$ cat src/rtl/vma_ext_pkg.sv
// Shared encodings for the extended VMA block: operation and reference
// types, section-source selects and break-mask bit positions.
package vma_ext_pkg;

    localparam int VMA_OP_W = 2;
    localparam int MASK_W   = 3;
    localparam int MAGIC_W  = 9;

    typedef enum logic [1:0] {
        VMA_HOLD    = 2'b00,
        VMA_LOAD    = 2'b01,
        VMA_PCMAGIC = 2'b10,
        VMA_INC     = 2'b11
    } vma_op_e;

    typedef enum logic [1:0] {
        REF_FETCH = 2'b00,
        REF_READ  = 2'b01,
        REF_WRITE = 2'b10,
        REF_NONE  = 2'b11
    } ref_type_e;

    localparam logic [1:0] VMAX_VMA  = 2'b00;
    localparam logic [1:0] VMAX_PC   = 2'b01;
    localparam logic [1:0] VMAX_PREV = 2'b10;
    localparam logic [1:0] VMAX_AD   = 2'b11;

    localparam int MASK_FETCH = 0;
    localparam int MASK_READ  = 1;
    localparam int MASK_WRITE = 2;

endpackage

$ cat src/rtl/vma_ext_if.sv
// Bundle of all control, data and status signals between the VMA block
// and its neighbours (EDP, MCL/CON, PAG/CSH).
interface vma_ext_if
    import vma_ext_pkg::*;
#(
    parameter int SECT_W     = 5,
    parameter int OFF_W      = 18,
    parameter int N_BRK      = 2,
    parameter int HIST_DEPTH = 8
);
    localparam int W  = SECT_W + OFF_W;
    localparam int IW = $clog2(N_BRK) + 1;
    localparam int CW = $clog2(HIST_DEPTH) + 1;

    logic [VMA_OP_W-1:0] vma_op;
    logic                inc_global;
    logic [1:0]          vmax_sel;
    logic [W-1:0]        ad;
    logic [MAGIC_W-1:0]  magic;
    logic                load_pc;
    logic                load_held;
    logic                sel_held;
    logic                load_prev_ctx;
    logic                extended;
    logic                ref_valid;
    logic [1:0]          ref_type;
    logic                brk_wr;
    logic [IW-1:0]       brk_idx;
    logic [W-1:0]        brk_addr;
    logic [MASK_W-1:0]   brk_mask;
    logic                brk_clr;
    logic                hist_rd;

    logic [W-1:0]        vma;
    logic [W-1:0]        pc;
    logic [W-1:0]        held_or_pc;
    logic [SECT_W-1:0]   prev_sec;
    logic                ac_ref;
    logic [N_BRK-1:0]    brk_hit;
    logic                brk_pulse;
    logic [W-1:0]        hist_data;
    logic [CW-1:0]       hist_count;
    logic                hist_empty;

    modport master (
        output vma_op, inc_global, vmax_sel, ad, magic, load_pc, load_held,
               sel_held, load_prev_ctx, extended, ref_valid, ref_type,
               brk_wr, brk_idx, brk_addr, brk_mask, brk_clr, hist_rd,
        input  vma, pc, held_or_pc, prev_sec, ac_ref, brk_hit, brk_pulse,
               hist_data, hist_count, hist_empty
    );

    modport slave (
        input  vma_op, inc_global, vmax_sel, ad, magic, load_pc, load_held,
               sel_held, load_prev_ctx, extended, ref_valid, ref_type,
               brk_wr, brk_idx, brk_addr, brk_mask, brk_clr, hist_rd,
        output vma, pc, held_or_pc, prev_sec, ac_ref, brk_hit, brk_pulse,
               hist_data, hist_count, hist_empty
    );

endinterface

$ cat src/rtl/vma_ext_hist_ring.sv
// PC-history circular buffer. When full, a push overwrites the oldest
// entry; a pop on an empty buffer is dropped.
module vma_hist_ring #(
    parameter int W     = 23,
    parameter int DEPTH = 8
) (
    input  logic                       clk,
    input  logic                       rst,
    input  logic                       push_i,
    input  logic                       pop_i,
    input  logic [W-1:0]               push_data_i,
    output logic [W-1:0]               data_o,
    output logic [$clog2(DEPTH):0]     count_o,
    output logic                       empty_o
);
    localparam int AW = $clog2(DEPTH);
    localparam int CW = AW + 1;

    logic [W-1:0]  mem_q [DEPTH];
    logic [AW-1:0] wr_q, wr_d;
    logic [AW-1:0] rd_q, rd_d;
    logic [CW-1:0] count_q, count_d;
    logic          full, do_pop, rd_adv;

    // Pointer and occupancy bookkeeping; a full push drags the read pointer along.
    always_comb begin
        full    = (count_q == CW'(DEPTH));
        do_pop  = pop_i && (count_q != '0);
        rd_adv  = do_pop || (push_i && full);
        wr_d    = push_i ? wr_q + AW'(1) : wr_q;
        rd_d    = rd_adv ? rd_q + AW'(1) : rd_q;
        count_d = count_q + CW'(push_i) - CW'(rd_adv);
    end

    // Pointer/count registers.
    always_ff @(posedge clk) begin
        if (rst) begin
            wr_q    <= '0;
            rd_q    <= '0;
            count_q <= '0;
        end else begin
            wr_q    <= wr_d;
            rd_q    <= rd_d;
            count_q <= count_d;
        end
    end

    // Entry storage; contents are masked by empty_o so they need no reset.
    always_ff @(posedge clk) begin
        if (push_i) mem_q[wr_q] <= push_data_i;
    end

    assign empty_o = (count_q == '0);
    assign count_o = count_q;
    assign data_o  = empty_o ? '0 : mem_q[rd_q];

endmodule

$ cat src/rtl/vma_ext.sv
// Extended virtual memory address block: VMA/PC/HELD/previous section,
// fast-AC reference detect, address-break channels and PC history.
module vma_ext
    import vma_ext_pkg::*;
#(
    parameter int SECT_W     = 5,
    parameter int OFF_W      = 18,
    parameter int N_BRK      = 2,
    parameter int HIST_DEPTH = 8
) (
    input  logic      clk,
    input  logic      CROBAR,
    vma_ext_if.slave  bus
);
    localparam int W  = SECT_W + OFF_W;
    localparam int IW = $clog2(N_BRK) + 1;

    logic [W-1:0]      vma_q, vma_d;
    logic [W-1:0]      pc_q, held_q;
    logic [SECT_W-1:0] prev_q;
    logic [SECT_W-1:0] vma_sect;
    logic [OFF_W-1:0]  vma_off;
    logic [N_BRK-1:0]  match;
    logic [N_BRK-1:0]  hit_vec;
    logic              pulse_q;
    logic              is_local;

    assign vma_sect = vma_q[W-1:OFF_W];
    assign vma_off  = vma_q[OFF_W-1:0];

    // Next VMA from the requested operation.
    always_comb begin
        logic [SECT_W-1:0] sect_sel;
        logic              carry;
        vma_d    = vma_q;
        sect_sel = vma_sect;
        carry    = 1'b0;
        case (vma_op_e'(bus.vma_op))
            VMA_LOAD: begin
                case (bus.vmax_sel)
                    VMAX_VMA:  sect_sel = vma_sect;
                    VMAX_PC:   sect_sel = pc_q[W-1:OFF_W];
                    VMAX_PREV: sect_sel = prev_q;
                    default:   sect_sel = bus.ad[W-1:OFF_W];
                endcase
                vma_d = {sect_sel, bus.ad[OFF_W-1:0]};
            end
            VMA_PCMAGIC: begin
                // Offset arithmetic wraps inside the section.
                vma_d = {pc_q[W-1:OFF_W],
                         pc_q[OFF_W-1:0] + {{(OFF_W-MAGIC_W){1'b0}}, bus.magic}};
            end
            VMA_INC: begin
                carry = (&vma_off) & bus.inc_global;
                vma_d = {vma_sect + SECT_W'(carry), vma_off + OFF_W'(1)};
            end
            default: vma_d = vma_q;
        endcase
    end

    // Address registers; PC and HELD sample the VMA from before this edge.
    always_ff @(posedge clk) begin
        if (CROBAR) begin
            vma_q  <= '0;
            pc_q   <= '0;
            held_q <= '0;
            prev_q <= '0;
        end else begin
            vma_q <= vma_d;
            if (bus.load_pc)       pc_q   <= vma_q;
            if (bus.load_held)     held_q <= vma_q;
            if (bus.load_prev_ctx) prev_q <= bus.ad[W-1:OFF_W];
        end
    end

    // Fast-AC detect: data reference to a local section, offset below 16.
    always_comb begin
        is_local   = !bus.extended || (bus.ref_type == REF_FETCH)
                     || (vma_sect <= SECT_W'(1));
        bus.ac_ref = bus.ref_valid && (bus.ref_type != REF_FETCH) && is_local
                     && (vma_off[OFF_W-1:4] == '0);
    end

    for (genvar i = 0; i < N_BRK; i++) begin : g_brk
        logic [W-1:0]      addr_q;
        logic [MASK_W-1:0] mask_q;
        logic              hit_q;
        logic              sel;
        logic              type_en;

        assign sel = (bus.brk_idx == IW'(i));

        // Mask bit for the current reference type; type 11 never enables.
        always_comb begin
            type_en = 1'b0;
            case (ref_type_e'(bus.ref_type))
                REF_FETCH: type_en = mask_q[MASK_FETCH];
                REF_READ:  type_en = mask_q[MASK_READ];
                REF_WRITE: type_en = mask_q[MASK_WRITE];
                default:   type_en = 1'b0;
            endcase
        end

        assign match[i] = bus.ref_valid && type_en && (vma_q == addr_q);

        // Channel config and sticky hit; a new hit beats a concurrent clear.
        always_ff @(posedge clk) begin
            if (CROBAR) begin
                addr_q <= '0;
                mask_q <= '0;
                hit_q  <= 1'b0;
            end else begin
                if (bus.brk_wr && sel) begin
                    addr_q <= bus.brk_addr;
                    mask_q <= bus.brk_mask;
                end
                if (match[i])               hit_q <= 1'b1;
                else if (bus.brk_clr && sel) hit_q <= 1'b0;
            end
        end

        assign hit_vec[i] = hit_q;
    end

    // One-cycle break pulse for any channel matching at the last edge.
    always_ff @(posedge clk) begin
        if (CROBAR) pulse_q <= 1'b0;
        else        pulse_q <= |match;
    end

    vma_hist_ring #(
        .W     (W),
        .DEPTH (HIST_DEPTH)
    ) u_hist (
        .clk         (clk),
        .rst         (CROBAR),
        .push_i      (bus.load_pc),
        .pop_i       (bus.hist_rd),
        .push_data_i (pc_q),
        .data_o      (bus.hist_data),
        .count_o     (bus.hist_count),
        .empty_o     (bus.hist_empty)
    );

    assign bus.vma        = vma_q;
    assign bus.pc         = pc_q;
    assign bus.held_or_pc = bus.sel_held ? held_q : pc_q;
    assign bus.prev_sec   = prev_q;
    assign bus.brk_hit    = hit_vec;
    assign bus.brk_pulse  = pulse_q;

endmodule
$ cat src/flat_wrapper.sv
// flat-port wrapper written by rule: the top's interface ports become plain ports
module vma_ext_flat import vma_ext_pkg::*;
#(
    parameter int SECT_W     = 5,
    parameter int OFF_W      = 18,
    parameter int N_BRK      = 2,
    parameter int HIST_DEPTH = 8
)
  (clk, CROBAR, bus_vma_op, bus_inc_global, bus_vmax_sel, bus_ad, bus_magic, bus_load_pc, bus_load_held, bus_sel_held, bus_load_prev_ctx, bus_extended, bus_ref_valid, bus_ref_type, bus_brk_wr, bus_brk_idx, bus_brk_addr, bus_brk_mask, bus_brk_clr, bus_hist_rd, bus_vma, bus_pc, bus_held_or_pc, bus_prev_sec, bus_ac_ref, bus_brk_hit, bus_brk_pulse, bus_hist_data, bus_hist_count, bus_hist_empty);
  vma_ext_if #(.SECT_W(SECT_W), .OFF_W(OFF_W), .N_BRK(N_BRK), .HIST_DEPTH(HIST_DEPTH)) bus_i ();
  input  logic clk;
  input  logic CROBAR;
  input wire logic [$bits(bus_i.vma_op)-1:0] bus_vma_op;
  input wire logic [$bits(bus_i.inc_global)-1:0] bus_inc_global;
  input wire logic [$bits(bus_i.vmax_sel)-1:0] bus_vmax_sel;
  input wire logic [$bits(bus_i.ad)-1:0] bus_ad;
  input wire logic [$bits(bus_i.magic)-1:0] bus_magic;
  input wire logic [$bits(bus_i.load_pc)-1:0] bus_load_pc;
  input wire logic [$bits(bus_i.load_held)-1:0] bus_load_held;
  input wire logic [$bits(bus_i.sel_held)-1:0] bus_sel_held;
  input wire logic [$bits(bus_i.load_prev_ctx)-1:0] bus_load_prev_ctx;
  input wire logic [$bits(bus_i.extended)-1:0] bus_extended;
  input wire logic [$bits(bus_i.ref_valid)-1:0] bus_ref_valid;
  input wire logic [$bits(bus_i.ref_type)-1:0] bus_ref_type;
  input wire logic [$bits(bus_i.brk_wr)-1:0] bus_brk_wr;
  input wire logic [$bits(bus_i.brk_idx)-1:0] bus_brk_idx;
  input wire logic [$bits(bus_i.brk_addr)-1:0] bus_brk_addr;
  input wire logic [$bits(bus_i.brk_mask)-1:0] bus_brk_mask;
  input wire logic [$bits(bus_i.brk_clr)-1:0] bus_brk_clr;
  input wire logic [$bits(bus_i.hist_rd)-1:0] bus_hist_rd;
  output wire logic [$bits(bus_i.vma)-1:0] bus_vma;
  output wire logic [$bits(bus_i.pc)-1:0] bus_pc;
  output wire logic [$bits(bus_i.held_or_pc)-1:0] bus_held_or_pc;
  output wire logic [$bits(bus_i.prev_sec)-1:0] bus_prev_sec;
  output wire logic [$bits(bus_i.ac_ref)-1:0] bus_ac_ref;
  output wire logic [$bits(bus_i.brk_hit)-1:0] bus_brk_hit;
  output wire logic [$bits(bus_i.brk_pulse)-1:0] bus_brk_pulse;
  output wire logic [$bits(bus_i.hist_data)-1:0] bus_hist_data;
  output wire logic [$bits(bus_i.hist_count)-1:0] bus_hist_count;
  output wire logic [$bits(bus_i.hist_empty)-1:0] bus_hist_empty;
  assign bus_i.vma_op = bus_vma_op;
  assign bus_i.inc_global = bus_inc_global;
  assign bus_i.vmax_sel = bus_vmax_sel;
  assign bus_i.ad = bus_ad;
  assign bus_i.magic = bus_magic;
  assign bus_i.load_pc = bus_load_pc;
  assign bus_i.load_held = bus_load_held;
  assign bus_i.sel_held = bus_sel_held;
  assign bus_i.load_prev_ctx = bus_load_prev_ctx;
  assign bus_i.extended = bus_extended;
  assign bus_i.ref_valid = bus_ref_valid;
  assign bus_i.ref_type = bus_ref_type;
  assign bus_i.brk_wr = bus_brk_wr;
  assign bus_i.brk_idx = bus_brk_idx;
  assign bus_i.brk_addr = bus_brk_addr;
  assign bus_i.brk_mask = bus_brk_mask;
  assign bus_i.brk_clr = bus_brk_clr;
  assign bus_i.hist_rd = bus_hist_rd;
  assign bus_vma = bus_i.vma;
  assign bus_pc = bus_i.pc;
  assign bus_held_or_pc = bus_i.held_or_pc;
  assign bus_prev_sec = bus_i.prev_sec;
  assign bus_ac_ref = bus_i.ac_ref;
  assign bus_brk_hit = bus_i.brk_hit;
  assign bus_brk_pulse = bus_i.brk_pulse;
  assign bus_hist_data = bus_i.hist_data;
  assign bus_hist_count = bus_i.hist_count;
  assign bus_hist_empty = bus_i.hist_empty;
  vma_ext #(.SECT_W(SECT_W), .OFF_W(OFF_W), .N_BRK(N_BRK), .HIST_DEPTH(HIST_DEPTH)) u_core (.clk(clk), .CROBAR(CROBAR), .bus(bus_i));
endmodule
$ cat config.mk
export PLATFORM = sky130hd
export DESIGN_NAME = vma_ext_flat
export DESIGN_NICKNAME = d
export VERILOG_FILES = /design/src/rtl/vma_ext_pkg.sv /design/src/rtl/vma_ext_if.sv /design/src/rtl/vma_ext_hist_ring.sv /design/src/rtl/vma_ext.sv /design/src/flat_wrapper.sv
export SDC_FILE = /design/constraint.sdc
export NUM_CORES = 1
export LEC_CHECK = 0
export CORE_MARGIN = 2
export CORE_UTILIZATION = 50
export DETAILED_ROUTE_END_ITERATION = 8
export PLACE_DENSITY_LB_ADDON = 0.12
export SLEW_MARGIN = 20
export SYNTH_ARGS = -nofsm -noshare
export SYNTH_HDL_FRONTEND = slang
export SYNTH_SLANG_ARGS = --single-unit
$ cat constraint.sdc
create_clock -name clk -period 3.21 [get_ports clk]
set_input_delay 0.4815 -clock clk [delete_from_list [all_inputs] [get_ports clk]]
set_output_delay 0.4815 -clock clk [all_outputs]
set_load 0.005 [all_outputs]
# Word level (Yosys, flattened, before mapping)
# Memory sizes are Yosys's and may differ from the RTL's. A register that Yosys moved wholly into a read port is not among the register bits.
# Cells that the tools add are included.
# classes
addsub	7
magnitude_cmp	1
eq_ne	12
mux	14
bitwise_logic	1
n_reduce_logical	30
# op_table
op	count
one-hot mux 23 bit (3 select lines)	1
equality test 23 bit	2
two-way mux 23 bit	2
adder 18 x 1 -> 18 bit (second input constant)	1
adder 18 x 9 -> 18 bit	1
AND reduction 18 bit	1
one-hot mux 5 bit (3 select lines)	1
logical NOT 14 bit	1
logical AND 1 bit	13
equality test 2 x 1 -> 1 bit (second input constant)	4
equality test 2 bit (second input constant)	4
adder 3 x 1 -> 3 bit (second input constant)	2
logical NOT 2 bit	3
two-way mux 1 bit	6
two-way mux 3 bit	2
one-hot mux 1 bit (3 select lines)	2
nonzero test 2 bit	3
adder 5 x 1 -> 5 bit	1
less-or-equal comparator 5 x 1 -> 1 bit (second input constant)	1
adder 4 x 1 -> 4 bit	1
equality test 4 bit (second input constant)	1
logical NOT 4 bit	1
nonzero test 4 bit	1
subtractor 4 x 1 -> 4 bit	1
other kinds (7)	9
# word_totals
reg_bits	139
ramBits	184
out_inout_bits	106
word_cells	81
mem_count	1
# mem_list
memory	words	word_bits	read_ports	rd_ports_with_merged_regs	wr	line_no	rtl
u_core.u_hist.mem_q	8	23	1	1	1	vma_ext_hist_ring.sv:19	logic [W-1:0] mem_q [DEPTH];

# Logic depth before layout (Yosys ltp)
# logic_depth
word_depth	5
ltp_mapped	12
mapped_depth_nobuf	12

# Cells and area by module
# A second synthesis with hierarchy kept.
# hier_totals
hier_cells	1223
area_unflattened_um2	14586.5
# by_module_without_submodules
mod	instances	cells_each	area_per_inst_um2
vma_hist_ring	1	346	7593.5
vma_ext	1	877	6993.0

# Least setup slack after synthesis
# No wires, ideal clock.
# synth_path
path_kind	input to register
startpoint	in bus_load_pc
endpoint	mem u_core.u_hist.mem_q[4][0], enable pin
setup_time_ps	432
arrival_time_ps	2723
setup_slack_ps	55
path_stages	4
n_path_buf	2
cell_sequence	buf_2 buf_2 nand2_1 nor3_1
# synth_between
elab_chain_len	2
# synth_rtl
element	line_no	rtl
from (decl)	flat_wrapper.sv:18	input wire logic [$bits(bus_i.load_pc)-1:0] bus_load_pc;
two-way mux 1 bit	vma_ext_hist_ring.sv:50	if (push_i) mem_q[wr_q] <= push_data_i;
two-way mux 1 bit (not written as such)	vma_ext_hist_ring.sv:50	
to (decl)	vma_ext_hist_ring.sv:19	
# Every way passes these cells.

==> flow_metrics.tcl <==
set metrics [dict create \
    area_delta_synth_final_pct 24.74 \
    clkLatencyLatePin_ns 0.52 \
    finish.net_count 1504 \
    cts_buffers 35 \
    power_frac_comb 0.219 \
    finalWirelength_um 37880 \
    min_from "bus_vma_op[1]" \
    top_level_ports 184 \
    hold_violations 0 \
    avgViaCountPerCell 5.633 \
    synth_area_um2 14680 \
    drc 0 \
    syn-instance-count 1210 \
    reg2reg_from "u_core.u_hist.count_o[2]$_SDFF_PP0_" \
    clkTransAtPathRegs_ns 0.06 \
    ys_ff_latch 326 \
    drt-wirelength-per-cell_um 20.92 \
    worst_slew_pin_slew_ns 0.7899 \
    dieHeight_um 175.3 \
    stdcell_count 1811 \
    ant_nets 0 \
    worst_slack_ns 0.1409 \
    cts_tree "done" \
    cts_root_buffer "clkbuf_16" \
    yosysMostFrequentCell "edfxtp_1" \
    dr.pass1.iters 5 \
    clock-sinks 326 \
    switching_share 0.2548 \
    htreeDepth 2 \
    synth_edf_count 184 \
    worstPathCellList "buf_12 -> mux4_2 -> mux2i_1 -> nor2_1 -> clkdlybuf4s50_1" \
    internal_power_mw 8.755 \
    ys.warnings.count 0 \
    grt_pass1_vias 10060 \
    critPathMaxStageDelay_ns 0.63 \
    clock_power_share 0.374 \
    postCtsHoldBufs 0 \
    routed-via-count 10200 \
    place_congestion 0.8788 \
    coreArea_um2 28780 \
    p_per_area_nw_per_um2 641.7 \
    first_iter_violations 735 \
    required_ns 2.73 \
    finalCritPeriodShare 0.9561 \
    grt_start_max_net_pins 58 \
    synth_top_flop_cell "edfxtp_1" \
    place_inst 1748 \
    crit_path_max_fanout 30 \
    postSynthAreaPerCell_um2 12.13 \
    hpwl_um 25100 \
    pwr-share-seq 0.407 \
    yosys.area.top_type "edfxtp_1" \
    cts-resized-gates 0 \
    crit_path_end_kind "output port" \
    min_period_ns 3.069 \
    holdWs_ns 0.4104 \
    arrival_ns 2.59 \
    ys_types 70 \
    antenna_found_initial 1 \
    fin_skew_ns 0.01540 \
    max_freq_mhz 325.8 \
    post-place-ws_ns 0.3204 \
    grt_usage 0.2472 \
    synthArstFlopShare 0 \
    die_w_um 175.3 \
    tns_ns 0 \
    status "completed" \
    switchingPower_mw 2.994 \
    yosys-top-cells-count "184 x edfxtp_1, 142 x dfxtp_1, 131 x nand2_1" \
    seq_area_frac_synth 0.5701 \
    cp-start-kind "flip-flop" \
    rsz0062_at_grt "no" \
    syn_nets 1313 \
    fp-row-count 62 \
    hp-class "primary input to flip-flop" \
    final_max_slew_viol_count 0 \
    criticalPathCategory "flip-flop to output port" \
    crit_path_top_delay_cell "dfxtp_2" \
    maxCapViolCount 0 \
    leakage_nw 6.490 \
    die-area_um2 30740 \
    initial_utilization 0.5100 \
    grt.overflow.total 0 \
    synth.area.top_cells "edfxtp_1 38%, dfxtp_1 19%, mux4_2 7.1%" \
    layout-drive-gt1-share 0.1515 \
    post_cts_buffers 0 \
    synth_top_cell_area_share 0.3764 \
    setup_violations 0 \
    port_buffers 183 \
    grt_pass1_wl_um 58100 \
    cts_max_path_buffers 3 \
    slew_headroom 0.4718 \
    vdd_drop_max_v 0.0004328 \
]
## power by group through the flow
stage                     clock network, mW  logic [mW]  registers (mW)
after floorplan                           0        1.60            4.77
after detailed placement                  0        2.60            4.88
after global routing                   4.60        2.80            4.81
after global placement                    0        2.56            4.87
after CTS                              4.45        2.62            4.79
final                                  4.39        2.57            4.79
## final timing paths
check | endpoint | slack [ns] | cells after the start
worst min register to register | u_core.g_brk[0].mask_q[2]$_SDFFE_PP0P_ | 0.46 | 2
worst max-delay path | bus_hist_data[20] | 0.14 | 5
worst max register to register | u_core.u_hist.count_o[2]$_SDFF_PP0_ | 0.59 | 11
worst min-delay path | u_core.bus.vma[6]$_SDFFE_PP0P_ | 0.41 | 2
## cell families after synthesis
group,Yosys count,share of synthesized area
AOI/OAI and AO/OA,192,0.07953
xor gates and xnor gates,67,0.04330
adders and majority gates,25,0.02233
buffers and inverters,109,0.03631
DFF,326,0.5701
muxes,153,0.1457
and+or+nand+nor,338,0.1027
## critical path: cells and delay by family, from the launching register on
kind / cells / cell delay (ns)
flops: 1 / 0.63
mux: 2 / 0.61
buf+inv: 2 / 0.73
simple gates: 1 / 0.08
## sequential cells by signal, indices dropped and copies added, names as in the netlist, 3 cells and up, named ones only
name	cells
u_core.bus.vma	23
u_core.u_hist.count_o	4
u_core.bus.prev_sec	5
u_core.held_q	23
u_core.g_brk.mask_q	6
u_core.bus.pc	23
u_core.u_hist.wr_q	3
u_core.u_hist.mem_q	184
u_core.g_brk.addr_q	46
u_core.u_hist.rd_q	3
## stage by stage
step                      cell area, µm²  utilization  total power, mW
after floorplan                    14680            -            6.362
after global placement             17040       0.5920            7.433
after detailed placement           17040       0.5920            7.480
after CTS                          18300       0.6360            11.85
after global routing               18310       0.6361            12.22
final                              18310       0.6362            11.75
## metal layers
layer,GRT usage,vias to the layer above,share of wire
met3,0.03636,84,0.057
met2,0.4208,356,0.49
met5,0,-,0
met1,0.3182,4976,0.41
met4,0.1014,0,0.039
li1,-,4786,-
## layout by cell type, fill, tap and decap left out, types with 7 or more instances in the layout
cell type	instances
mux2_2	25
nor3_1	10
bufinv_16	7
o21ai_0	31
edfxtp_1	184
nor2_1	110
buf_4	53
ha_1	23
xnor2_1	35
clkbuf_16	35
nor4_1	9
nand4_1	12
a211oi_1	13
a21oi_1	87
and3_1	7
clkbuf_8	7
nand2_1	131
clkdlybuf4s50_1	180
mux4_2	46
xor2_1	27
a22oi_1	7
dfxtp_1	140
nand3_1	17
mux2i_1	82
nand2b_1	10
inv_1	20
## cell type report
cell class	count	area (µm²)
Fill cell	2272	10470
Sequential cell	326	8373
Tap cell	384	480.5
Multi-Input combinational cell	775	5807
Antenna cell	1	2.502
Inverter	24	90.09
Clock inverter	17	282.8
Clock buffer	45	983.4
Timing Repair Buffer	239	2290
No activity file was read; power rests on OpenSTA's default activity.
